===== src/rtl/bcd_pkg.sv =====
// Shared definitions for the BCD counter family: digit width, digit limit,
// controller state encoding and the load-time digit clamp.
package bcd_pkg;

  localparam int BCD_W = 4;
  localparam logic [BCD_W-1:0] BCD_MAX = 4'd9;

  typedef enum logic [1:0] {
    ST_IDLE   = 2'd0,
    ST_RUN    = 2'd1,
    ST_PAUSED = 2'd2,
    ST_DONE   = 2'd3
  } state_t;

  // Out-of-range nibbles saturate to 9 so the count register only ever holds valid BCD.
  function automatic logic [BCD_W-1:0] clamp_digit(input logic [BCD_W-1:0] d);
    return (d > BCD_MAX) ? BCD_MAX : d;
  endfunction

endpackage


===== src/rtl/bcd_digit_dec.sv =====
// Single BCD digit decrement with borrow: 0 with an incoming borrow wraps to 9
// and passes the borrow on to the next digit.
module bcd_digit_dec
  import bcd_pkg::*;
(
  input  logic [BCD_W-1:0] digit,
  input  logic             borrow_in,
  output logic [BCD_W-1:0] digit_next,
  output logic             borrow_out
);

  always_comb begin
    digit_next = digit;
    borrow_out = 1'b0;
    if (borrow_in) begin
      if (digit == '0) begin
        digit_next = BCD_MAX;
        borrow_out = 1'b1;
      end else begin
        digit_next = digit - 1'b1;
      end
    end
  end

endmodule


===== src/rtl/bcd_down_timer.sv =====
// Multi-digit BCD countdown timer: load/start/pause control, prescaled
// decrement with digit-wise borrow, and a one-cycle done pulse at zero.
module bcd_down_timer
  import bcd_pkg::*;
#(
  parameter int DIGITS   = 4,
  parameter int PRESCALE = 1
) (
  input  logic                    clk,
  input  logic                    rst,
  input  logic                    load,
  input  logic [BCD_W*DIGITS-1:0] load_val,
  input  logic                    start,
  input  logic                    pause,
  output logic [BCD_W*DIGITS-1:0] bcd_out,
  output logic                    busy,
  output logic                    done
);

  localparam int W    = BCD_W * DIGITS;
  localparam int PS_W = (PRESCALE > 1) ? $clog2(PRESCALE) : 1;
  localparam logic [PS_W-1:0] PS_LAST = PS_W'(PRESCALE - 1);

  // Handshake: load, start and pause are level-sampled single-cycle commands,
  // acted on at the rising edge where they are high (rst > load > pause > start).
  state_t          state_q, state_d;
  logic [W-1:0]    count_q, count_d;
  logic [W-1:0]    count_dec;
  logic [W-1:0]    load_clamped;
  logic [PS_W-1:0] presc_q, presc_d;
  logic            done_q, done_d;
  logic            tick;
  logic            dec_zero;
  logic [DIGITS:0] borrow;

  assign tick      = (state_q == ST_RUN) && !load && !pause && (presc_q == PS_LAST);
  assign borrow[0] = tick;

  for (genvar g = 0; g < DIGITS; g++) begin : g_digit
    bcd_digit_dec u_dec (
      .digit      (count_q[g*BCD_W +: BCD_W]),
      .borrow_in  (borrow[g]),
      .digit_next (count_dec[g*BCD_W +: BCD_W]),
      .borrow_out (borrow[g+1])
    );
    assign load_clamped[g*BCD_W +: BCD_W] = clamp_digit(load_val[g*BCD_W +: BCD_W]);
  end

  // A borrow out of the top digit would mean wrapping below zero; treat it as
  // reaching zero so the count can never roll over to all nines.
  assign dec_zero = (count_dec == '0) || borrow[DIGITS];

  always_comb begin
    state_d = state_q;
    count_d = count_q;
    presc_d = presc_q;
    done_d  = 1'b0;
    if (load) begin
      count_d = load_clamped;
      presc_d = '0;
      state_d = ST_IDLE;
    end else begin
      case (state_q)
        ST_IDLE: begin
          if (start) begin
            if (count_q == '0) begin
              state_d = ST_DONE;
              done_d  = 1'b1;
            end else begin
              state_d = ST_RUN;
            end
          end
        end
        ST_RUN: begin
          if (pause) begin
            state_d = ST_PAUSED;
          end else if (tick) begin
            presc_d = '0;
            if (dec_zero) begin
              count_d = '0;
              state_d = ST_DONE;
              done_d  = 1'b1;
            end else begin
              count_d = count_dec;
            end
          end else begin
            presc_d = presc_q + 1'b1;
          end
        end
        ST_PAUSED: begin
          if (start && !pause) begin
            state_d = ST_RUN;
          end
        end
        ST_DONE: begin
          count_d = '0;
        end
        default: begin
          state_d = ST_IDLE;
        end
      endcase
    end
  end

  always_ff @(posedge clk) begin
    if (rst) begin
      state_q <= ST_IDLE;
      count_q <= '0;
      presc_q <= '0;
      done_q  <= 1'b0;
    end else begin
      state_q <= state_d;
      count_q <= count_d;
      presc_q <= presc_d;
      done_q  <= done_d;
    end
  end

  assign bcd_out = count_q;
  assign busy    = (state_q == ST_RUN) || (state_q == ST_PAUSED);
  assign done    = done_q;

endmodule


===== config.mk =====
export PLATFORM = sky130hd
export DESIGN_NAME = bcd_down_timer
export DESIGN_NICKNAME = d
export VERILOG_FILES = /design/src/rtl/bcd_pkg.sv /design/src/rtl/bcd_digit_dec.sv /design/src/rtl/bcd_down_timer.sv
export SDC_FILE = /design/constraint.sdc
export NUM_CORES = 1
export LEC_CHECK = 0
export ABC_AREA = 1
export ABC_CLOCK_PERIOD_IN_PS = 2350
export CORE_UTILIZATION = 45
export DETAILED_ROUTE_END_ITERATION = 6
export PLACE_DENSITY = 0.76
export SYNTH_ARGS = -nofsm -noshare
export SYNTH_HDL_FRONTEND = slang
export SYNTH_SLANG_ARGS = --single-unit

===== constraint.sdc =====
create_clock -name clk -period 2.35 [get_ports clk]
set_input_delay 0.47 -clock clk [delete_from_list [all_inputs] [get_ports clk]]
set_output_delay 0.47 -clock clk [all_outputs]
set_load 0.02 [all_outputs]

==> results of run 1 <==
report_power, final:
group          total, uW  switching, uW  internal (uW)
Combinational        405            231            174
Clock                175            115           60.0
Sequential           399           35.6            364
layout make-up:
type / count / share of cell area, %
multi-input cells: 186 / 49.89
flip-flops and latches: 20 / 18.37
well taps: 46 / 2.641
inverters: 35 / 6.142
repair buffers: 51 / 21.93
clock buffers: 3 / 1.033
cells in the mapped netlist, drive strengths merged:
master and n:
a21boi 1, a21oi 13, a221oi 3, a22oi 1, a31oi 15, clkbuf 5, clkinv 3, dfxtp 20
ha 4, inv 32, nand2 66, nand3 15, nand3b 1, nand4 1, nor2 32, nor3 2
nor4 2, o211ai 4, o21ai 22, o21bai 2, xor2 2
stage by stage:
| step | setup TNS, ns | util, % | power [uW] | std cells | worst slack (ns) |
|---|---|---|---|---|---|
| global route | 0 | 63.81 | 1041 | 341 | 0.01862 |
| CTS | 0 | 63.81 | 980.3 | 341 | 0.1764 |
| floorplan | 0 | - | 661.3 | 246 | 0.5176 |
| finish | 0 | 63.81 | 979.8 | 341 | 0.1717 |
| global placement | 0 | 63.15 | 805.9 | 338 | 0.0007254 |
| detailed placement | -0.07017 | 63.15 | 809.7 | 338 | -0.04290 |
kinds of logic after synthesis:
| logic type | share of synthesized area (%) |
|---|---|
| and+or+nand+nor | 39.36 |
| AOI/OAI and AO/OA | 22.81 |
| buffers and inverters | 9.305 |
| DFF | 24.41 |
| adders and majority gates | 3.051 |
| xor gates and xnor gates | 1.068 |
worst paths after layout:
kind	from	endpoint	slack, ns	cells after the start
hold / removal	presc_q	presc_q	0.48	2
hold reg to reg	presc_q	presc_q	0.48	2
setup / recovery	state_q[0]	busy	0.17	3
setup reg to reg	state_q[1]	state_q[1]	0.27	16
tightest hold or removal path, delay by kind of cell (launching register included):
family | cells | cell delay, ns
flip-flops | 1 | 0.33
AND/OR/NAND/NOR | 1 | 0.05
buffers and inverters | 1 | 0.07
flip-flops by register name, summed over array words and instances, names as in the netlist:
register	flops
bcd_out	16
state_q	2
done	1
presc_q	1
metal layers:
| layer | up-vias | GRT usage [%] | wire length, um |
|---|---|---|---|
| li1 | 923 | - | - |
| met1 | 802 | 29.39 | 1962 |
| met2 | 42 | 37.50 | 1932 |
| met3 | 7 | 2.007 | 152 |
| met4 | 0 | 8.140 | 74 |
| met5 | - | 0 | 0 |
==> flow_metrics.tcl, run 1 <==
set metrics [dict create \
    die_x_um 62.38 \
    synth_cells 246 \
    clk_lat_worst_skew_ns 0.31 \
    cts_max_path_buffers 2 \
    wl_per_cell_um 12.09 \
    detail_route.vias_per_cell 5.202 \
    layout.area.seq_um2 400.4 \
    cts_tree "built" \
    worstSetupPathType "flop to primary output" \
    max_stage_delay_cell_worst_path "clkdlybuf4s50_1" \
    fp.dieArea_mm2 0.003891 \
    remaining_drc_errors 0 \
    end_kind "primary output" \
    gp_routability_congestion 0.8986 \
    final_hold_viol_count 0 \
    post-route-min-period_ns 2.178 \
    die_y_um 62.38 \
    vias 1774 \
    number_of_buffers_created_by_cts 3 \
    critPathArrivalTime_ns 1.71 \
    fillCellCount 329 \
    layout_worst_path_cycle_share_pct 92.69 \
    max-vdd-ir-drop_uv 235.9 \
    timing.final.max_slew_violations 0 \
    global_route.usage.total_pct 22.23 \
    skew_ns 0.002355 \
    post_cts_resize_count 0 \
    totalWireLength_mm 4.123 \
    ys_types 34 \
    first_pass_grt_wire_length_mm 6.982 \
    antenna_violating_nets_post_route 0 \
    antenna-diode-count 0 \
    path_cells "inv_1, ha_1, clkdlybuf4s50_1" \
    cpPeakStageDelay_ns 0.60 \
    slew-limit-headroom_pct 72.46 \
    initial_utilization_pct 48.02 \
    timing.critical_path.max_delay_family "buffers and inverters" \
    synth_top_cells_by_area "dfxtp_1, nand2_1, inv_1" \
    finalNetCount 322 \
    critPathMaxFanout 4 \
    core_mm2 0.003416 \
    maximum_capacitance_violations 0 \
    synth_top_area_cell "dfxtp_1" \
    ctsRootBufferMaster "clkbuf_4" \
    setup_viol 0 \
    syn-num-nets 271 \
    ys_seq_area_share_pct 24.41 \
    static-leakage-power_uw 0.0009403 \
    io_pins 39 \
    grt_start_max_net_pins 21 \
    power.density_cell_area_mw_per_mm2 449.5 \
    post_synth.cell_area_avg_um2 6.668 \
    final_cell_mix "nand2_1, clkdlybuf4s50_1, inv_1" \
    h-tree-depth 1 \
    port_buffers 38 \
    rows 21 \
    synth_top_area_share_pct 24.41 \
    worst_setup_path_start_kind "flop" \
    status "finished, final reports clean" \
    postCtsSetupBuffers 0 \
    drt_iter0_drc 132 \
    synth_seq_cells 20 \
    grt_pass1_vias 1566 \
    final_common_cell "nand2_1" \
    worstHoldPathType "flop to flop" \
    numClockSinks 20 \
    dr.pass1.iters 4 \
    data_required_critical_path_ns 1.88 \
    synthesis.area_mm2 0.001640 \
    clkTransAtPathRegs_ns 0.12 \
    finalInstanceArea_mm2 0.002180 \
    placement.cell_area_mm2 0.002157 \
    hpwl_mm 3.238 \
    critPathBufInv 2 \
    grt_setup_unrepaired "false" \
    globalRouteOverflowTotal 0 \
    worst_pin_slew_ns 0.4097 \
    multiInputGateArea_mm2 0.001087 \
    hold-worst-slack_ns 0.4786 \
    post_route_cells_drive_above_1_share_pct 18.31 \
    antenna_found_initial 0 \
    layout_overhead_on_the_synthesized_area_pct 32.88 \
    yosysWarningCount 0 \
    fmaxAchievable_ghz 0.4591 \
    holdBufCountCts 0 \
]
Power figures use the tool's default switching activity.
==> run 2, diff against run 1 <==
--- a/config.mk
+++ b/config.mk
@@ -7,9 +7,11 @@
 export LEC_CHECK = 0
 export ABC_AREA = 1
 export ABC_CLOCK_PERIOD_IN_PS = 2350
-export CORE_UTILIZATION = 45
+export CORE_UTILIZATION = 44
 export DETAILED_ROUTE_END_ITERATION = 6
-export PLACE_DENSITY = 0.76
+export PLACE_DENSITY = 0.75
+export REMOVE_ABC_BUFFERS = 1
+export SKIP_CTS_REPAIR_TIMING = 1
 export SYNTH_ARGS = -nofsm -noshare
 export SYNTH_HDL_FRONTEND = slang
 export SYNTH_SLANG_ARGS = --single-unit
==> run 2 against run 1 <==
  * Cell count grew 1.2%
  * Routed wire length grew 5.1%
  * Sequential share of layout area shrank 0.40 points
  * Sequential power is essentially flat
  * Critical endpoint is now state_q[1]
==> flow_metrics.tcl, run 2 (synthesized netlist as in run 1, its figures left out) <==
set metrics [dict create \
    status "finished, final reports clean" \
    hold-worst-slack_ns 0.4666 \
    skew_ns 0.002420 \
    core_mm2 0.003442 \
    switching_power_uw 386.1 \
    drt_iter0_drc 81 \
    worst_pin_slew_ns 0.3637 \
    h-tree-depth 1 \
    final_standard_cell_count_with_taps_included_and_fillers_excluded 345 \
    worstSetupPathType "input pin to flop" \
    power.switching_fraction_pct 37.01 \
    antenna_violating_nets_post_route 0 \
    clk_lat_worst_skew_ns 0.26 \
    remaining_drc_errors 0 \
    post_route_cells_drive_above_1_share_pct 19.40 \
    number_of_buffers_created_by_cts 3 \
    static-leakage-power_uw 0.0009687 \
    antenna_found_initial 0 \
    initial_utilization_pct 47.66 \
    instance_count_along_the_most_critical_hold_path 2 \
    first_pass_grt_wire_length_mm 7.169 \
    fp.dieArea_mm2 0.003976 \
    port_buffers 38 \
    vias 1805 \
    power.density_cell_area_mw_per_mm2 468.1 \
    setup_viol 0 \
    numClockSinks 20 \
    worst_setup_path_start_kind "input pin" \
    hpwl_mm 3.416 \
    global_route.usage.total_pct 22.92 \
    wl_per_cell_um 12.56 \
    layout_overhead_on_the_synthesized_area_pct 35.85 \
    rr_worst_depth 15 \
    timing.final.max_slew_violations 0 \
    slew-limit-headroom_pct 75.55 \
    fillCellCount 335 \
    final_common_cell "nand2_1" \
    finalNetCount 326 \
    clkTransAtPathRegs_ns 0.07 \
    overall_power_after_layout_uw 1043 \
    max-vdd-ir-drop_uv 224.1 \
    final_hold_viol_count 0 \
    grt_start_max_net_pins 12 \
    clock_power_share_pct 22.1 \
    layout_setup_ws_ns 0.1879 \
    place_inst 342 \
    final_cell_mix "nand2_1, clkdlybuf4s50_1, inv_1" \
    gp_routability_congestion 0.8890 \
    grt_pass1_vias 1654 \
    grt_setup_unrepaired "false" \
    critPathArrivalTime_ns 2.33 \
    die_x_um 63.06 \
    detail_route.vias_per_cell 5.232 \
    critPathMaxFanout 4 \
    totalWireLength_mm 4.332 \
    largest_register_ff_count 16 \
    power_frac_seq_pct 38.3 \
    layout_worst_path_cycle_share_pct 92.00 \
    data_required_critical_path_ns 2.51 \
    post-route-min-period_ns 2.162 \
    rows 21 \
    cts_tree "built" \
    fmaxAchievable_ghz 0.4625 \
    maximum_capacitance_violations 0 \
    end_kind "flop" \
    placement.setup.worst_slack_ns -0.08055 \
    final_util_pct 64.74 \
    dr.pass1.iters 5 \
    cellInternalPower_uw 657.0 \
    globalRouteOverflowTotal 0 \
    antenna-diode-count 0 \
    die_y_um 63.06 \
    worstHoldPathType "flop to flop" \
    io_pins 39 \
    comb_power_share_pct 39.6 \
    ctsRootBufferMaster "clkbuf_8" \
    cts_max_path_buffers 2 \
]
run 2: per-layer routing:
layer	wire, um	vias up	part of all wire (%)	GRT usage [%]
met3	227	14	5.2	2.899
li1	-	923	-	-
met2	1941	72	45	37.77
met4	175	0	4.0	13.66
met1	1989	796	46	28.26
met5	0	-	0	0
run 2: power groups by stage:
stage | sequential, uW | combinational, uW | clock (uW)
floorplan | 427 | 228 | 0
global placement | 407 | 408 | 0
detailed placement | 406 | 411 | 0
CTS | 399 | 413 | 230
global route | 403 | 453 | 245
finish | 399 | 413 | 231
run 2: worst paths after layout:
kind | startpoint | end | slack (ns)
setup / recovery | pause | state_q[1] | 0.19
hold / removal | presc_q | presc_q | 0.47
setup reg to reg | state_q[1] | state_q[1] | 0.20
hold reg to reg | presc_q | presc_q | 0.47
run 2: metrics by stage:
| stage | TNS [ns] | instance area, um2 |
|---|---|---|
| 6_report | 0 | 2228 |
| 5_1_grt | 0 | 2228 |
| 4_1_cts | 0 | 2228 |
| 3_5_place_dp | -0.1814 | 2187 |
| 3_3_place_gp | -0.06440 | 2187 |
| 2_1_floorplan | 0 | 1622 |
run 2: area by class of cell:
class / instances / area [um2] / area share, %
Multi-Input combinational cell: 186 / 1087 / 48.79
Tap cell: 46 / 57.56 / 2.583
Sequential cell: 20 / 400.4 / 17.97
Timing Repair Buffer: 55 / 508.0 / 22.80
Inverter: 35 / 133.9 / 6.008
Clock buffer: 3 / 41.29 / 1.853
run 2: worst max-delay path: stages:
cell and delay [ns]:
clkdlybuf4s50_1 0.45, nor2_1 0.25, nand2_2 0.14, o21ai_1 0.14, nand2_1 0.10, nor2_2 0.13, nand3_4 0.09, nor2_4 0.13
nand3_2 0.11, nand3_2 0.10, nand2_2 0.05, nor2_1 0.10, nor2_1 0.05
==> run 3, diff against run 2 <==
--- a/config.mk
+++ b/config.mk
@@ -8,6 +8,7 @@
 export ABC_AREA = 1
 export ABC_CLOCK_PERIOD_IN_PS = 2350
 export CORE_UTILIZATION = 44
+export CTS_CLUSTER_DIAMETER = 30
 export DETAILED_ROUTE_END_ITERATION = 6
 export PLACE_DENSITY = 0.75
 export REMOVE_ABC_BUFFERS = 1
==> results of run 3 <==
No change in the layout: final DEF, timing and power equal those of run 2.
